## src/rtl/serial_io_buffer.sv

```systemverilog
// serial_io_buffer: RX and TX byte FIFOs between a processor port and a UART, plus a TX drain FSM.
// Optional feature: define SERIAL_DROP_COUNT_EN to add the saturating rx_drop_count_out counter.
module serial_io_buffer #(
  parameter int DEPTH = 8
) (
  input  logic       clock,
  input  logic       reset,
  input  logic [7:0] proc_data_in,
  input  logic       proc_wren_in,
  input  logic       proc_rden_in,
  output logic [7:0] proc_data_out,
  output logic       proc_valid_out,
  output logic       proc_ready_out,
  input  logic [7:0] uart_rx_data_in,
  input  logic       uart_rx_valid_in,
  output logic [7:0] uart_tx_data_out,
  output logic       uart_tx_start_out,
  input  logic       uart_tx_busy_in,
  output logic       rx_overflow_out
`ifdef SERIAL_DROP_COUNT_EN
  ,
  output logic [7:0] rx_drop_count_out
`endif
);

  localparam int AW = $clog2(DEPTH);
  localparam logic [AW:0] CNT_FULL = (AW+1)'(DEPTH);

  typedef enum logic [1:0] {IDLE, START, WAIT_BUSY, WAIT_DONE} tx_state_e;

  // RX FIFO: UART -> processor, first-word-fall-through
  logic [7:0]    rx_mem_q [DEPTH];
  logic [AW-1:0] rx_wr_ptr_q, rx_rd_ptr_q;
  logic [AW:0]   rx_cnt_q, rx_cnt_d;
  logic          rx_ovf_q;
  logic          rx_empty, rx_full, rx_push, rx_pop, rx_drop;

  assign rx_empty = (rx_cnt_q == '0);
  assign rx_full  = (rx_cnt_q == CNT_FULL);
  assign rx_pop   = proc_rden_in && !rx_empty;
  // A pop in the same cycle frees the slot a full FIFO needs for the push.
  assign rx_push  = uart_rx_valid_in && (!rx_full || rx_pop);
  assign rx_drop  = uart_rx_valid_in && !rx_push;

  always_comb begin
    rx_cnt_d = rx_cnt_q;
    if (rx_push && !rx_pop) begin
      rx_cnt_d = rx_cnt_q + 1'b1;
    end else if (!rx_push && rx_pop) begin
      rx_cnt_d = rx_cnt_q - 1'b1;
    end
  end

  always_ff @(posedge clock) begin
    if (reset) begin
      rx_wr_ptr_q <= '0;
      rx_rd_ptr_q <= '0;
      rx_cnt_q    <= '0;
      rx_ovf_q    <= 1'b0;
    end else begin
      if (rx_push) rx_wr_ptr_q <= rx_wr_ptr_q + 1'b1;
      if (rx_pop)  rx_rd_ptr_q <= rx_rd_ptr_q + 1'b1;
      rx_cnt_q <= rx_cnt_d;
      if (rx_drop) rx_ovf_q <= 1'b1;
    end
  end

  always_ff @(posedge clock) begin
    if (rx_push) rx_mem_q[rx_wr_ptr_q] <= uart_rx_data_in;
  end

  assign proc_data_out   = rx_mem_q[rx_rd_ptr_q];
  assign proc_valid_out  = !rx_empty;
  assign rx_overflow_out = rx_ovf_q;

  // TX FIFO: processor -> UART, drained by the FSM below
  logic [7:0]    tx_mem_q [DEPTH];
  logic [AW-1:0] tx_wr_ptr_q, tx_rd_ptr_q;
  logic [AW:0]   tx_cnt_q, tx_cnt_d;
  logic          tx_empty, tx_full, tx_push, tx_pop;

  assign tx_empty       = (tx_cnt_q == '0);
  assign tx_full        = (tx_cnt_q == CNT_FULL);
  assign tx_push        = proc_wren_in && !tx_full;
  assign proc_ready_out = !tx_full;

  always_comb begin
    tx_cnt_d = tx_cnt_q;
    if (tx_push && !tx_pop) begin
      tx_cnt_d = tx_cnt_q + 1'b1;
    end else if (!tx_push && tx_pop) begin
      tx_cnt_d = tx_cnt_q - 1'b1;
    end
  end

  always_ff @(posedge clock) begin
    if (reset) begin
      tx_wr_ptr_q <= '0;
      tx_rd_ptr_q <= '0;
      tx_cnt_q    <= '0;
    end else begin
      if (tx_push) tx_wr_ptr_q <= tx_wr_ptr_q + 1'b1;
      if (tx_pop)  tx_rd_ptr_q <= tx_rd_ptr_q + 1'b1;
      tx_cnt_q <= tx_cnt_d;
    end
  end

  always_ff @(posedge clock) begin
    if (tx_push) tx_mem_q[tx_wr_ptr_q] <= proc_data_in;
  end

  // TX drain FSM: the byte is latched on leaving IDLE and held until the next launch
  tx_state_e  state_q, state_d;
  logic [7:0] tx_data_q, tx_data_d;

  always_comb begin
    state_d           = state_q;
    tx_data_d         = tx_data_q;
    tx_pop            = 1'b0;
    uart_tx_start_out = 1'b0;
    case (state_q)
      IDLE: begin
        if (!tx_empty && !uart_tx_busy_in) begin
          state_d   = START;
          tx_data_d = tx_mem_q[tx_rd_ptr_q];
          tx_pop    = 1'b1;
        end
      end
      START: begin
        uart_tx_start_out = 1'b1;
        state_d           = WAIT_BUSY;
      end
      WAIT_BUSY: begin
        if (uart_tx_busy_in) state_d = WAIT_DONE;
      end
      WAIT_DONE: begin
        if (!uart_tx_busy_in) state_d = IDLE;
      end
      default: state_d = IDLE;
    endcase
  end

  always_ff @(posedge clock) begin
    if (reset) begin
      state_q   <= IDLE;
      tx_data_q <= 8'h00;
    end else begin
      state_q   <= state_d;
      tx_data_q <= tx_data_d;
    end
  end

  assign uart_tx_data_out = tx_data_q;

`ifdef SERIAL_DROP_COUNT_EN
  logic [7:0] drop_cnt_q;

  always_ff @(posedge clock) begin
    if (reset) begin
      drop_cnt_q <= 8'h00;
    end else if (rx_drop && drop_cnt_q != 8'hFF) begin
      drop_cnt_q <= drop_cnt_q + 8'h01;
    end
  end

  assign rx_drop_count_out = drop_cnt_q;
`endif

endmodule
```

## config.mk

```make
export PLATFORM = sky130hd
export DESIGN_NAME = serial_io_buffer
export DESIGN_NICKNAME = d
export VERILOG_FILES = /design/src/rtl/serial_io_buffer.sv
export SDC_FILE = /design/constraint.sdc
export NUM_CORES = 1
export LEC_CHECK = 0
export ABC_AREA = 1
export BUFFER_PORTS_ARGS = -buffer_cell sky130_fd_sc_hd__clkbuf_2
export CAP_MARGIN = 5
export CORE_MARGIN = 1.5
export CORE_UTILIZATION = 34
export CTS_BUF_LIST = sky130_fd_sc_hd__clkbuf_4 sky130_fd_sc_hd__clkbuf_8
export CTS_CLUSTER_SIZE = 8
export DETAILED_ROUTE_END_ITERATION = 8
export HOLD_SLACK_MARGIN = 0.06
export RECOVER_POWER = 100
export SLEW_MARGIN = 20
export SYNTH_ARGS = -nofsm -noshare
export SYNTH_HDL_FRONTEND = slang
export SYNTH_SLANG_ARGS = --single-unit
```

## constraint.sdc

```tcl
create_clock -name clock -period 3 [get_ports clock]
set_input_delay 0.15 -clock clock [delete_from_list [all_inputs] [get_ports clock]]
set_output_delay 0.15 -clock clock [all_outputs]
set_load 0.03 [all_outputs]
```

==> metrics.txt <==
status=completed; Startpoint Class=register; Detailed Route WL=14.4 mm; Syn Inst Count=between 600 and 700; final hold vios=0; power per cell area=around 790 nW/um^2; min setup slack post-route=563 ps; Worst Max-Slew Pin Slew=1240 ps; commonest non-fill, non-tap cell in the layout=nand2_1; root buf cell=clkbuf_8; Ys Warns=0; worst path required time=3330 ps; GRT Residual Overflow=0; DIE AREA=21,300 sq um; hpwl dp=8.85 mm; area leader, netlist=edfxtp_1; number of buffers and inverters on the critical path=1; Die X=146 microns; clock buffer count from CTS=17; Starting DRT DRC Count=309; Worst path slowest cell=clkbuf_1; Multi-input gate area=1910 sq um; Critical Path End Type=register; most frequent cells in the layout=nand2_1 (157), edfxtp_1 (128), nor2_1 (85), inv_1 (77), nand3_1 (58); ANT nets after route=0; Final Cycle Share=81.2%; R2R cell count=4; gp weighted congestion=slightly below 0.8; Mapped Avg Cell Area=10.2 sq um; post-cts resize count=0; hold path depth=6; Max Root-Sink Buffers=2; Register Area=4520 sq um; Slew HR=17.0%; unique cell type count in the Yosys netlist=26; min Tclk post-route=~2400 ps; post-DR vias/cell=4.61; crit-path max FO=25; antenna cell count=0; Die H=about 150 microns; HP Class=in2reg; CP peak stage delay=970 ps; # setup viols final=0; placed insts=983; Setup Slack @ Placement=726 ps; CP Data Arrival Time=2770 ps; Max Clk Rate=just over 0.4 GHz; vias after detailed routing=4,770; Non-Filler Instances=1,034; # port buffers=41; unrepaired setup endpoints after global routing=no; flops & latches, synth=around 160; Fin Setup TNS=0 ps; total power=around 0.0063 W; clk_skew=around 17 ps; core area=20,100 sq um; MaxCap Viol Count=0; worst path cell trace=clkbuf_1, ha_1, o21ai_0, a21oi_1; delay-heaviest family, CP=buffers and inverters; DR pass1 iterations=5; Fillers=1,990; layout cells sized above 1=6.41%; Final nets=789; TritonCTS clock tree=yes; Seq/Total Area, Yosys=approximately 65%; main area contributors after synthesis=edfxtp_1 (55%), dfxtp_1 (9.8%), nand2_1 (8.3%); Synth-to-Final Area Change=14.2%; cell depth of the worst setup path=4; initial antenna violation count=0; FP Rows=52; H-tree depth=4; drt drc=0; setup slack, reg-to-reg=560 ps; total track usage=13.9%; Lkg Pwr=3.10 nW; Setup CP Type=reg2reg; synthesized area=6930 sq um; Core Util, Final=about two fifths; peak supply drop=0.522 mV; largest net degree at the start of global routing=35; first-pass GRT wire length=22.9 mm; Clock Pin Slew Worst Setup and Hold Paths=100 ps; IO Pins=42; Pins Over Slew Limit=0; post-synthesis net count=717; CTS Sinks=between 150 and 200; worst skew pair latency=460 ps; vias in the first global route=4,448; Initial Utilization=34.5%; WL/cell=13.9 microns; Synth top area share=between 50% and 60%
[state kept, by name, summed over array words and instances, names as in the netlist, named ones only]
name              cells
uart_tx_data_out      8
tx_rd_ptr_q           3
rx_cnt_q              4
rx_overflow_out       1
rx_wr_ptr_q           3
tx_cnt_q              4
tx_mem_q             64
rx_rd_ptr_q           3
tx_wr_ptr_q           3
rx_mem_q             64
state_q               2
[tightest hold or removal path, cell delays in order]
cell	delay, ps
clkbuf_2	100
nor2_1	40
nand3_1	90
nor2_1	50
nor2_1	80
nor2_1	40
[layer usage]
| metal | wire length (microns) | GRT usage, % | up-vias |
|---|---|---|---|
| li1 | - | - | 2388 |
| met2 | 6990 | 23.2 | 125 |
| met3 | 595 | 3.13 | 27 |
| met4 | 356 | 5.92 | 0 |
| met1 | 6450 | 17.5 | 2230 |
| met5 | 0 | 0 | - |
[logic make-up after synthesis]
logic type / Yosys count / synth area share, %
AOI/OAI and AO/OA: 85 / 6.14
DFF: 162 / 65.3
and+or+nand+nor: 306 / 18.1
buffers and inverters: 106 / 6.93
adders and majority gates: 16 / 3.10
xor gates and xnor gates: 4 / 0.505
[synthesized netlist by cell type]
library cell  instances
buf_4                 3
dfxtp_1              34
buf_1                 1
nor3_1                1
inv_2                 5
inv_6                 1
o21ai_1              22
xor2_1                4
fa_1                  2
clkinv_1              1
buf_2                11
nand2_2               4
inv_1                74
a21oi_1              24
edfxtp_1            128
buf_6                 7
or2_4                 1
and3_1                1
or2_2                 2
nor2_1               85
clkbuf_1              3
nand3_2               1
ha_1                 14
nand2_1             153
o21ai_0              39
nand3_1              58
[stage by stage]
stage	cell area [sq um]	hold slack [ps]
3_5_place_dp	7440	447
5_1_grt	7920	106
2_1_floorplan	6930	249
4_1_cts	8020	62.5
6_report	7920	124
3_3_place_gp	7440	434
[report_power, final]
group	leakage [nW]	internal, W	total, W	switching, W
clock network	0.197	0.000629	0.00156	0.000929
registers	1.44	0.00263	0.00277	0.000141
logic	1.46	0.000598	0.00195	0.00136
total	3.10	0.00386	0.00629	0.00242
[path summary, 6_finish.rpt]
check,from,to
max,tx_rd_ptr_q[0],tx_rd_ptr_q[1]
min,proc_rden_in,rx_overflow_out
max reg2reg,tx_rd_ptr_q[0],tx_rd_ptr_q[1]
min reg2reg,rx_overflow_out,rx_overflow_out
[layout make-up]
type / count / share of cell area [%]
Clock inverter: 15 / 2.02
Tap cell: 270 / 4.27
Sequential cell: 162 / 57.2
Timing Repair Buffer: 78 / 5.52
Multi-Input combinational cell: 411 / 24.2
Inverter: 81 / 3.90
Clock buffer: 17 / 2.96
[repair_timing]
action                                 4_1_cts  5_1_grt
hold buffers                                19        0
setup buffers                                0        0
setup endpoints to repair                    0        0
endpoints found under the hold margin      135        0
(Power assumes the default switching activity.)
